--- src/rtl/cv32e41s_instr_prefetch_ctrl_if.sv ---
// Fetch-request, response and instruction-output bundle of the prefetch controller.
// master = prefetch controller, slave = OBI adapter plus IF stage.
interface cv32e41s_instr_prefetch_ctrl_if;
   logic        trans_valid_o;
   logic        trans_ready_i;
   logic [31:0] trans_addr_o;
   logic        resp_valid_i;
   logic [31:0] resp_rdata_i;
   logic        resp_err_i;
   logic        resp_integrity_err_i;
   logic        instr_valid_o;
   logic        instr_ready_i;
   logic [31:0] instr_rdata_o;
   logic [31:0] instr_addr_o;
   logic        instr_err_o;

   modport master (
      output trans_valid_o, trans_addr_o, instr_valid_o, instr_rdata_o, instr_addr_o, instr_err_o,
      input  trans_ready_i, resp_valid_i, resp_rdata_i, resp_err_i, resp_integrity_err_i,
             instr_ready_i
   );

   modport slave (
      input  trans_valid_o, trans_addr_o, instr_valid_o, instr_rdata_o, instr_addr_o, instr_err_o,
      output trans_ready_i, resp_valid_i, resp_rdata_i, resp_err_i, resp_integrity_err_i,
             instr_ready_i
   );
endinterface

--- src/rtl/cv32e41s_instr_prefetch_ctrl.sv ---
// Sequential word prefetcher: credit-limited fetch requests, in-order response FIFO,
// branch flush with discard of in-flight responses, halt on error until the next branch.
module cv32e41s_instr_prefetch_ctrl #(
   parameter int unsigned DEPTH           = 3,
   parameter int unsigned MAX_OUTSTANDING = 2
) (
   input  logic                                  clk,
   input  logic                                  rst_n,
   input  logic                                  fetch_enable_i,
   input  logic                                  branch_i,
   input  logic [31:0]                           branch_addr_i,
   output logic                                  busy_o,
   cv32e41s_instr_prefetch_ctrl_if.master        bus
);
   localparam int unsigned CW = $clog2(DEPTH + 1);
   localparam int unsigned PW = (DEPTH > 1) ? $clog2(DEPTH) : 1;

   typedef enum logic [1:0] {S_IDLE, S_RUN, S_HALT} state_e;

   state_e          r_state, w_state_nxt;
   logic [31:0]     r_fetch_addr, r_resp_addr;
   logic [CW-1:0]   r_outstanding, r_discard, r_count;
   logic [PW-1:0]   r_wptr, r_rptr;
   logic [31:0]     r_mem_data [DEPTH];
   logic [31:0]     r_mem_addr [DEPTH];
   logic [DEPTH-1:0] r_mem_err;
   logic [31:0]     r_hold_data, r_hold_addr;
   logic            r_hold_err;

   logic            w_hs, w_resp, w_push, w_pop, w_resp_err, w_credit, w_empty;
   logic [CW:0]     w_inflight;
   logic [31:0]     w_branch_addr;
   logic            w_unused;

   function automatic logic [PW-1:0] f_inc(input logic [PW-1:0] p);
      return (p == PW'(DEPTH - 1)) ? '0 : p + PW'(1);
   endfunction

   assign w_unused      = ^branch_addr_i[1:0];
   assign w_branch_addr = {branch_addr_i[31:2], 2'b00};
   assign w_empty       = (r_count == '0);

   // Words already requested count against FIFO space, so a push can never find it full.
   assign w_inflight = {1'b0, r_outstanding} + {1'b0, r_count};
   assign w_credit   = (w_inflight < (CW+1)'(DEPTH));

   assign bus.trans_valid_o = (r_state == S_RUN) && fetch_enable_i && !branch_i &&
                              (r_outstanding < CW'(MAX_OUTSTANDING)) && w_credit;
   assign bus.trans_addr_o  = r_fetch_addr;

   assign w_hs       = bus.trans_valid_o && bus.trans_ready_i;
   assign w_resp     = bus.resp_valid_i && (r_outstanding != '0);
   assign w_resp_err = bus.resp_err_i || bus.resp_integrity_err_i;
   assign w_push     = w_resp && !branch_i && (r_discard == '0) && (r_state == S_RUN);
   assign w_pop      = !w_empty && bus.instr_ready_i && !branch_i;

   always_comb begin
      w_state_nxt = r_state;
      unique case (r_state)
         S_IDLE:  if (branch_i) w_state_nxt = S_RUN;
         S_RUN:   if (w_push && w_resp_err) w_state_nxt = S_HALT;
         S_HALT:  if (branch_i) w_state_nxt = S_RUN;
         default: w_state_nxt = S_IDLE;
      endcase
   end

   always_ff @(posedge clk or negedge rst_n) begin
      if (!rst_n) r_state <= S_IDLE;
      else        r_state <= w_state_nxt;
   end

   always_ff @(posedge clk or negedge rst_n) begin
      if (!rst_n) begin
         r_fetch_addr  <= '0;
         r_resp_addr   <= '0;
         r_outstanding <= '0;
         r_discard     <= '0;
      end else begin
         r_outstanding <= r_outstanding + CW'(w_hs) - CW'(w_resp);
         if (branch_i) begin
            r_fetch_addr <= w_branch_addr;
            r_resp_addr  <= w_branch_addr;
            // Everything still in flight belongs to the old stream.
            r_discard    <= r_outstanding - CW'(w_resp);
         end else begin
            if (w_hs)                       r_fetch_addr <= r_fetch_addr + 32'd4;
            if (w_push)                     r_resp_addr  <= r_resp_addr + 32'd4;
            if (w_resp && r_discard != '0)  r_discard    <= r_discard - CW'(1);
         end
      end
   end

   always_ff @(posedge clk or negedge rst_n) begin
      if (!rst_n) begin
         r_wptr      <= '0;
         r_rptr      <= '0;
         r_count     <= '0;
         r_mem_err   <= '0;
         r_hold_data <= '0;
         r_hold_addr <= '0;
         r_hold_err  <= 1'b0;
         for (int i = 0; i < int'(DEPTH); i++) begin
            r_mem_data[i] <= '0;
            r_mem_addr[i] <= '0;
         end
      end else begin
         // Remember what is on the outputs so they hold once the FIFO empties.
         if (!w_empty) begin
            r_hold_data <= r_mem_data[r_rptr];
            r_hold_addr <= r_mem_addr[r_rptr];
            r_hold_err  <= r_mem_err[r_rptr];
         end
         if (branch_i) begin
            r_wptr  <= '0;
            r_rptr  <= '0;
            r_count <= '0;
         end else begin
            if (w_push) begin
               r_mem_data[r_wptr] <= bus.resp_rdata_i;
               r_mem_addr[r_wptr] <= r_resp_addr;
               r_mem_err[r_wptr]  <= w_resp_err;
               r_wptr             <= f_inc(r_wptr);
            end
            if (w_pop) r_rptr <= f_inc(r_rptr);
            r_count <= r_count + CW'(w_push) - CW'(w_pop);
         end
      end
   end

   assign bus.instr_valid_o = !w_empty;
   assign bus.instr_rdata_o = w_empty ? r_hold_data : r_mem_data[r_rptr];
   assign bus.instr_addr_o  = w_empty ? r_hold_addr : r_mem_addr[r_rptr];
   assign bus.instr_err_o   = w_empty ? r_hold_err  : r_mem_err[r_rptr];
   assign busy_o            = (r_outstanding != '0) || !w_empty;

   a_no_overflow: assert property (@(posedge clk) disable iff (!rst_n)
      !(w_push && (r_count == CW'(DEPTH))));
endmodule

--- src/flat_wrapper.sv ---
// flat-port wrapper written by rule: the top's interface ports become plain ports
module cv32e41s_instr_prefetch_ctrl_flat 
#(
   parameter int unsigned DEPTH           = 3,
   parameter int unsigned MAX_OUTSTANDING = 2
)
  (clk, rst_n, fetch_enable_i, branch_i, branch_addr_i, busy_o, bus_trans_valid_o, bus_trans_addr_o, bus_instr_valid_o, bus_instr_rdata_o, bus_instr_addr_o, bus_instr_err_o, bus_trans_ready_i, bus_resp_valid_i, bus_resp_rdata_i, bus_resp_err_i, bus_resp_integrity_err_i, bus_instr_ready_i);
  cv32e41s_instr_prefetch_ctrl_if bus_i ();
  input  logic clk;
  input  logic rst_n;
  input  logic fetch_enable_i;
  input  logic branch_i;
  input  logic [31:0] branch_addr_i;
  output logic busy_o;
  output wire logic [$bits(bus_i.trans_valid_o)-1:0] bus_trans_valid_o;
  output wire logic [$bits(bus_i.trans_addr_o)-1:0] bus_trans_addr_o;
  output wire logic [$bits(bus_i.instr_valid_o)-1:0] bus_instr_valid_o;
  output wire logic [$bits(bus_i.instr_rdata_o)-1:0] bus_instr_rdata_o;
  output wire logic [$bits(bus_i.instr_addr_o)-1:0] bus_instr_addr_o;
  output wire logic [$bits(bus_i.instr_err_o)-1:0] bus_instr_err_o;
  input wire logic [$bits(bus_i.trans_ready_i)-1:0] bus_trans_ready_i;
  input wire logic [$bits(bus_i.resp_valid_i)-1:0] bus_resp_valid_i;
  input wire logic [$bits(bus_i.resp_rdata_i)-1:0] bus_resp_rdata_i;
  input wire logic [$bits(bus_i.resp_err_i)-1:0] bus_resp_err_i;
  input wire logic [$bits(bus_i.resp_integrity_err_i)-1:0] bus_resp_integrity_err_i;
  input wire logic [$bits(bus_i.instr_ready_i)-1:0] bus_instr_ready_i;
  assign bus_trans_valid_o = bus_i.trans_valid_o;
  assign bus_trans_addr_o = bus_i.trans_addr_o;
  assign bus_instr_valid_o = bus_i.instr_valid_o;
  assign bus_instr_rdata_o = bus_i.instr_rdata_o;
  assign bus_instr_addr_o = bus_i.instr_addr_o;
  assign bus_instr_err_o = bus_i.instr_err_o;
  assign bus_i.trans_ready_i = bus_trans_ready_i;
  assign bus_i.resp_valid_i = bus_resp_valid_i;
  assign bus_i.resp_rdata_i = bus_resp_rdata_i;
  assign bus_i.resp_err_i = bus_resp_err_i;
  assign bus_i.resp_integrity_err_i = bus_resp_integrity_err_i;
  assign bus_i.instr_ready_i = bus_instr_ready_i;
  cv32e41s_instr_prefetch_ctrl #(.DEPTH(DEPTH), .MAX_OUTSTANDING(MAX_OUTSTANDING)) u_core (.clk(clk), .rst_n(rst_n), .fetch_enable_i(fetch_enable_i), .branch_i(branch_i), .branch_addr_i(branch_addr_i), .busy_o(busy_o), .bus(bus_i));
endmodule
--- config.mk ---
export PLATFORM = sky130hd
export DESIGN_NAME = cv32e41s_instr_prefetch_ctrl_flat
export DESIGN_NICKNAME = d
export VERILOG_FILES = /design/src/rtl/cv32e41s_instr_prefetch_ctrl_if.sv /design/src/rtl/cv32e41s_instr_prefetch_ctrl.sv /design/src/flat_wrapper.sv
export SDC_FILE = /design/constraint.sdc
export NUM_CORES = 1
export LEC_CHECK = 0
export CAP_MARGIN = 20
export CORE_AREA = 3 3 197 199
export DETAILED_ROUTE_END_ITERATION = 8
export DIE_AREA = 0 0 200 202
export SLEW_MARGIN = 20
export SYNTH_ARGS = -nofsm -noshare
export SYNTH_HDL_FRONTEND = slang
export SYNTH_SLANG_ARGS = --single-unit
--- constraint.sdc ---
create_clock -name clk -period 2.46 [get_ports clk]
set_clock_uncertainty 0.2 [all_clocks]
set_input_delay 0.492 -clock clk [delete_from_list [all_inputs] [get_ports clk]]
set_output_delay 0.492 -clock clk [all_outputs]
set_load 0.05 [all_outputs]
==> impl_metrics.py, run 1 <==
metrics = {
    "cts": {
        "cts_buffers": 38,
        "cts_root_buf": "clkbuf_16",
        "clk_latency_ps": 520,
        "cts_tree": "built",
        "clk_pin_slew_ps": 60,
        "cts_max_path_buffers": 3,
        "clock-sinks": 326,
        "htreeDepth": 2,
    },
    "routing": {
        "drc_errors": 0,
        "viasPerCell": 5.22,
        "drt_wl_total_mm": 39.9,
        "via_count": 11099,
        "drtIter0Drc": 493,
        "drtAntennaViolNets": 0,
        "wl_per_cell_um": 18.8,
        "dr.pass1.iters": 5,
    },
    "logic_synthesis": {
        "yosysSeqAreaShare_pct": 55.2,
        "ys.flop_type": "dfrtp_1",
        "synthCells": 1292,
        "ys_types": 64,
        "synth-async-reset-ratio_pct": 100,
        "syn-cell-area_mm2": 0.0148,
        "ys_warn_count": 0,
        "ys_seq_elements": 326,
        "syn_area_per_cell_um2": 11.4,
        "synth_edf_count": 0,
    },
    "setup_path": {
        "max_stage_delay_ps": 420,
        "worstSetupStartpoint": "u_core.r_count[0]$_DFF_PN0_",
        "cp_slowest_cell": "fa_2",
        "crit_arrival_ps": 2150,
        "worstSetupStartpointType": "flop",
        "worstPathCellList": "ha_2, fa_2, a21bo_2, nor4_4, buf_12",
        "worst-path-buf-inv": 1,
        "crit_required_ps": 1770,
        "r2r-end": "u_core.bus.trans_addr_o[17]$_DFFE_PN0P_",
        "end_kind": "primary output",
        "r2r_cells": 10,
        "r2r_start": "u_core.r_count[0]$_DFF_PN0_",
        "crit_fanout": 2,
        "path_delay_family": "adder cells",
        "crit_type": "reg -> out",
        "rrSetupSlack_ps": -120,
    },
    "place": {
        "dp.cells": 2000,
        "dpl-instance-area_mm2": 0.0188,
        "dp_hpwl_mm": 25.3,
        "place_congestion": 0.843,
        "port_buffers": 168,
    },
    "die": {
        "die_h_um": 202,
        "design.portCount": 173,
        "die_x_um": 200,
        "dieArea_mm2": 0.0404,
        "num_rows": 71,
        "start_util_pct": 39.5,
        "core_area_mm2": 0.0374,
    },
    "timing": {
        "rsz0062_at_grt": "yes",
        "slew_headroom_pct": 46.1,
        "layout_setup_ws_ps": -385,
        "clock.fmax_ghz": 0.352,
        "maxSlewViolCount": 0,
        "period_share_pct": 116,
        "setup_viol": 85,
        "min_period_ps": 2840,
        "hold_viol": 0,
        "worstMarginPinSlew_ps": 801,
    },
    "worst_hold_path": {
        "min_to": "u_core.r_rptr[1]$_DFFE_PN0P_",
        "whs_path_depth": 3,
        "min-delay-start": "branch_i",
        "hold_path.class": "in -> reg",
    },
    "finish": {
        "fill_cells": 3055,
        "final_cell_mix": "dfrtp_1, mux2_2, nor2_1",
        "drive_gt1_share_pct": 40.8,
        "fin_nets": 1669,
        "fin_area_mm2": 0.0218,
        "area_delta_synth_final_pct": 47.3,
        "antenna_cells": 0,
        "instances_no_fill": 2127,
        "final_common_cell": "dfrtp_1",
        "utilization_pct": 58.2,
    },
    "grt": {
        "first_global_vias": 11392,
        "grt_usage_pct": 19.5,
        "grt_max_degree": 61,
        "antenna_found_initial": 0,
        "grt_pass1_wl_mm": 63.1,
        "grt-ovfl-total": 0,
    },
    "pwr": {
        "p_total_uw": 25300,
        "peakVddDrop_v": 0.000523,
        "p_leak_uw": 0.00958,
        "power.density_mw_per_mm2": 1170,
    },
    "status": {
        "status": "finished, violations left",
        "violations": "negative setup slack",
    },
    "run": {
        "drv_cap": 0,
    },
}
[layout make-up]
type | instances | area [um^2] | area share [%]
clock buffer | 60 | 1200 | 5.50
clock inverter | 9 | 125 | 0.575
inverter | 22 | 104 | 0.477
multi-input combinational | 865 | 7150 | 32.9
sequential | 326 | 8170 | 37.6
tap | 511 | 639 | 2.94
timing repair buffer | 333 | 4360 | 20.0
timing repair inverter | 1 | 8.76 | 0.0403
[cell families after synthesis]
family / count (synthesis) / synth area share, %
buffers and inverters: 102 / 3.21
other: 1 / 0.0254
multiplexers: 241 / 17.8
AND/OR/NAND/NOR: 342 / 11.9
flip-flops: 326 / 55.2
XOR/XNOR: 27 / 1.60
adder cells (fa/ha/maj): 9 / 0.813
AO/OA/AOI/OAI: 244 / 9.38
[routing by layer]
| metal | track usage (%) | routed length (um) |
|---|---|---|
| met1 | 29.0 | 19000 |
| met2 | 30.0 | 18400 |
| met3 | 3.28 | 1860 |
| met4 | 4.36 | 662 |
| met5 | 0 | 0 |
[stage by stage]
step / hold slack (ps) / setup TNS, ps / setup WS, ps
2_1_floorplan: -3.59 / -165 / -40.3
6_report: 194 / -18640 / -385
3_5_place_dp: 271 / -11480 / -156
5_1_grt: 197 / -27180 / -486
3_3_place_gp: 263 / -11870 / -135
4_1_cts: 178 / -21310 / -431
[how the worst max path moves through the flow]
stage,end,slack (ps),cells after the start
after CTS,bus_trans_valid_o,-430,5
after detailed placement,u_core.r_mem_data[91]$_DFFE_PN0P_,-160,8
final,bus_trans_valid_o,-380,5
after floorplan,bus_instr_addr_o[2],-40,5
after global routing,bus_instr_addr_o[30],-490,8
after global placement,u_core.r_mem_addr[73]$_DFFE_PN0P_,-140,8
[power breakdown]
| group | leakage, uW | switching [uW] | internal [uW] | total (uW) |
|---|---|---|---|---|
| Sequential | 0.00419 | 730 | 6670 | 7400 |
| Combinational | 0.00474 | 6520 | 5580 | 12100 |
| Clock | 0.000646 | 2190 | 3650 | 5850 |
[sequential cells by signal (all words and copies together) (netlist names), 3 cells and up]
register	flops
u_core.r_hold_addr	32
u_core.r_mem_data	96
u_core.r_resp_addr	30
u_core.r_hold_data	32
u_core.bus.trans_addr_o	30
u_core.r_mem_addr	90
u_core.r_mem_err	3
[synth_stat cells (2+ instances only)]
library cell,count,area [um^2]
a21oi_1,141,706
a221o_1,2,20.0
a22oi_1,2,15.0
a31oi_1,4,25.0
and2_1,6,37.5
and3_1,5,31.3
buf_1,9,33.8
buf_2,24,120
buf_4,9,67.6
clkbuf_1,35,131
clkbuf_8,2,27.5
dfrtp_1,326,8160
ha_1,8,100
inv_1,19,71.3
inv_2,2,7.51
mux2_1,4,45.0
mux2_2,174,1960
mux2i_1,63,631
nand2_1,67,251
nand3_1,30,150
nand3b_1,5,37.5
nand4_1,25,156
nand4_2,2,25.0
nand4_4,3,63.8
nor2_1,155,582
nor2b_1,3,18.8
nor3_1,6,30.0
nor4_1,7,43.8
nor4_2,3,37.5
nor4_4,6,128
o211ai_1,22,165
o21ai_0,42,210
o21ai_1,9,45.0
o311ai_0,10,87.6
o311ai_1,3,26.3
or3_1,5,31.3
or4_1,2,15.0
xnor2_1,13,114
xor2_1,14,123
[worst register-to-register path: cells and delay by family, from the launching register on]
family	cells	cell delay (ps)
xor gates and xnor gates	1	130
and+or+nand+nor	3	630
adders and majority gates	2	540
buffers and inverters	3	460
DFF	1	390
AOI/OAI and AO/OA	1	80
[timing repair]
item,CTS,global route
gates cloned,12,4
hold buffers,1,0
pin swaps,53,69
gates resized for setup,152,100
setup buffers,23,22
setup endpoints to repair,102,102
hold endpoints to repair,47,0
(Power assumes the default switching activity.)
==> run 2: changes to the inputs <==
--- a/config.mk
+++ b/config.mk
@@ -5,6 +5,7 @@
 export SDC_FILE = /design/constraint.sdc
 export NUM_CORES = 1
 export LEC_CHECK = 0
+export ABC_CLOCK_PERIOD_IN_PS = 2460
 export CAP_MARGIN = 20
 export CORE_AREA = 3 3 197 199
 export DETAILED_ROUTE_END_ITERATION = 8
==> results of run 2 <==
The final DEF is identical to that of run 1; final timing and power are the same.
==> run 3: changes to the inputs <==
--- a/config.mk
+++ b/config.mk
@@ -10,6 +10,7 @@
 export CORE_AREA = 3 3 197 199
 export DETAILED_ROUTE_END_ITERATION = 8
 export DIE_AREA = 0 0 200 202
+export PLACE_DENSITY = 0.71
 export SLEW_MARGIN = 20
 export SYNTH_ARGS = -nofsm -noshare
 export SYNTH_HDL_FRONTEND = slang
==> run 3 against run 2 <==
Net effect:
- the run still ends with negative setup slack left
- maximum frequency rose by 0.22%
- sequential power up 0.8%
- critical path depth did not move
- worst setup slack better by 6.3 ps
- power is 0.10% higher
- cell area about the same
==> impl_metrics.py, run 3 (same netlist as run 1, synthesis figures left out) <==
metrics = {
    "setup_path": {
        "crit_required_ps": 1770,
        "worstPathCellList": "ha_2, fa_2, a21bo_2, nor4_4, buf_12",
        "path_delay_family": "adder cells",
        "cp_slowest_cell": "fa_2",
        "crit_fanout": 2,
        "worst-path-buf-inv": 1,
        "worstSetupStartpointType": "flop",
        "end_kind": "primary output",
        "crit_arrival_ps": 2150,
        "crit_type": "reg -> out",
        "max_stage_delay_ps": 420,
    },
    "grt": {
        "antenna_found_initial": 0,
        "grt_usage_pct": 19.3,
        "first_global_vias": 11516,
        "grt_pass1_wl_mm": 62.5,
        "grt-ovfl-total": 0,
        "grt_max_degree": 63,
    },
    "finish": {
        "area_delta_synth_final_pct": 47.4,
        "drive_gt1_share_pct": 41.3,
        "final_cell_mix": "dfrtp_1, mux2_2, nor2_1",
        "instances_no_fill": 2132,
        "final_common_cell": "dfrtp_1",
        "largest_reg_flops": 96,
        "fin_nets": 1675,
        "regMostFlops": "u_core.r_mem_data",
        "fill_cells": 2893,
        "antenna_cells": 0,
        "fin_area_mm2": 0.0218,
        "reg_top3": "u_core.r_mem_data: 96 flops, u_core.r_mem_addr: 90 flops",
    },
    "cts": {
        "cts_tree": "built",
        "clock-sinks": 326,
        "cts_root_buf": "clkbuf_16",
        "cts_buffers": 38,
        "htreeDepth": 2,
        "clk_pin_slew_ps": 50,
        "clk_latency_ps": 520,
        "cts_max_path_buffers": 3,
    },
    "die": {
        "core_area_mm2": 0.0374,
        "die_h_um": 202,
        "start_util_pct": 39.5,
        "num_rows": 71,
        "design.portCount": 173,
        "dieArea_mm2": 0.0404,
        "die_x_um": 200,
    },
    "timing": {
        "period_share_pct": 115,
        "hold_viol": 0,
        "clock.fmax_ghz": 0.352,
        "rsz0062_at_grt": "yes",
        "maxSlewViolCount": 0,
        "layout_setup_ws_ps": -378,
        "worstMarginPinSlew_ps": 717,
        "setup_viol": 67,
        "slew_headroom_pct": 51.7,
        "min_period_ps": 2840,
    },
    "place": {
        "dp.cells": 2007,
        "dpl-instance-area_mm2": 0.0189,
        "dp_hpwl_mm": 25.8,
        "port_buffers": 168,
        "dpl_worst_slack_ps": -175,
        "place_congestion": 0.850,
    },
    "pwr": {
        "p_total_uw": 25400,
        "power.density_mw_per_mm2": 1170,
        "p_leak_uw": 0.00954,
        "peakVddDrop_v": 0.000700,
    },
    "routing": {
        "via_count": 11389,
        "drc_errors": 0,
        "dr.pass1.iters": 7,
        "drtAntennaViolNets": 0,
        "wl_per_cell_um": 19.1,
        "drtIter0Drc": 626,
        "drt_wl_total_mm": 40.6,
        "viasPerCell": 5.34,
    },
    "worst_hold_path": {
        "hold_path.class": "in -> reg",
    },
    "status": {
        "status": "finished, violations left",
        "violations": "negative setup slack",
    },
    "run": {
        "drv_cap": 0,
    },
}
-- run 3: worst register-to-register path: stages (launching register included) --
cell and delay (ps):
dfrtp_1 390, ha_2 190, fa_2 420, buf_4 150, nand2_4 70, nand4_4 220
buf_6 200, nor4_4 270, xnor2_1 160, o21ai_1 70
-- run 3: cell type report --
class                           count  area, um^2  share of cell area, %
Sequential cell                   326        8170                   37.6
Tap cell                          511         639                   2.94
Inverter                           22        92.6                  0.425
Multi-Input combinational cell    865        7340                   33.7
Clock inverter                     14         118                  0.540
Clock buffer                       54        1100                   5.06
Timing Repair Buffer              340        4310                   19.8
-- run 3: path summary, 6_finish.rpt --
path | startpoint | end | slack [ps] | cells after the start
hold / removal | branch_i | u_core.r_state[1]$_DFFE_PN0P_ | 90 | 2
max in group asynchronous | rst_n | u_core.r_hold_addr[7]$_DFF_PN0_ | 980 | 3
setup / recovery | u_core.r_count[0]$_DFF_PN0_ | bus_trans_valid_o | -380 | 5
min in group asynchronous | rst_n | u_core.r_mem_data[37]$_DFFE_PN0P_ | 320 | 2
setup reg to reg | u_core.r_count[0]$_DFF_PN0_ | u_core.bus.trans_addr_o[21]$_DFFE_PN0P_ | 0 | 9
hold reg to reg | u_core.r_mem_addr[23]$_DFFE_PN0P_ | u_core.r_mem_addr[23]$_DFFE_PN0P_ | 280 | 2
-- run 3: routing by layer --
layer | track usage [%] | wire length [um] | vias to the layer above
li1 | - | - | 5215
met1 | 27.1 | 18000 | 5760
met2 | 31.2 | 19700 | 345
met3 | 3.05 | 2110 | 69
met4 | 5.31 | 818 | 0
met5 | 0 | 0 | -
-- run 3: through the flow --
stage	hold WS, ps	util [%]	TNS (ps)
after floorplan	-3.59	-	-165
after global placement	263	50.5	-13730
after detailed placement	269	50.5	-19750
after CTS	62.0	56.0	-21070
after global routing	96.1	58.2	-24940
final	90.8	58.2	-18970
-- run 3: repair_timing --
item	CTS	global route
setup endpoints to repair	105	88
setup buffers	33	21
hold endpoints to repair	50	0
cloned	5	2
hold buffers	1	0
pin swaps	41	89
gates resized for setup	137	127
-- run 3: report_power, final --
part           total, uW  leakage (uW)  switching (uW)  internal (uW)
logic              12400       0.00475            6750           5670
clock network       5500      0.000601            2250           3250
registers           7460       0.00419             786           6670
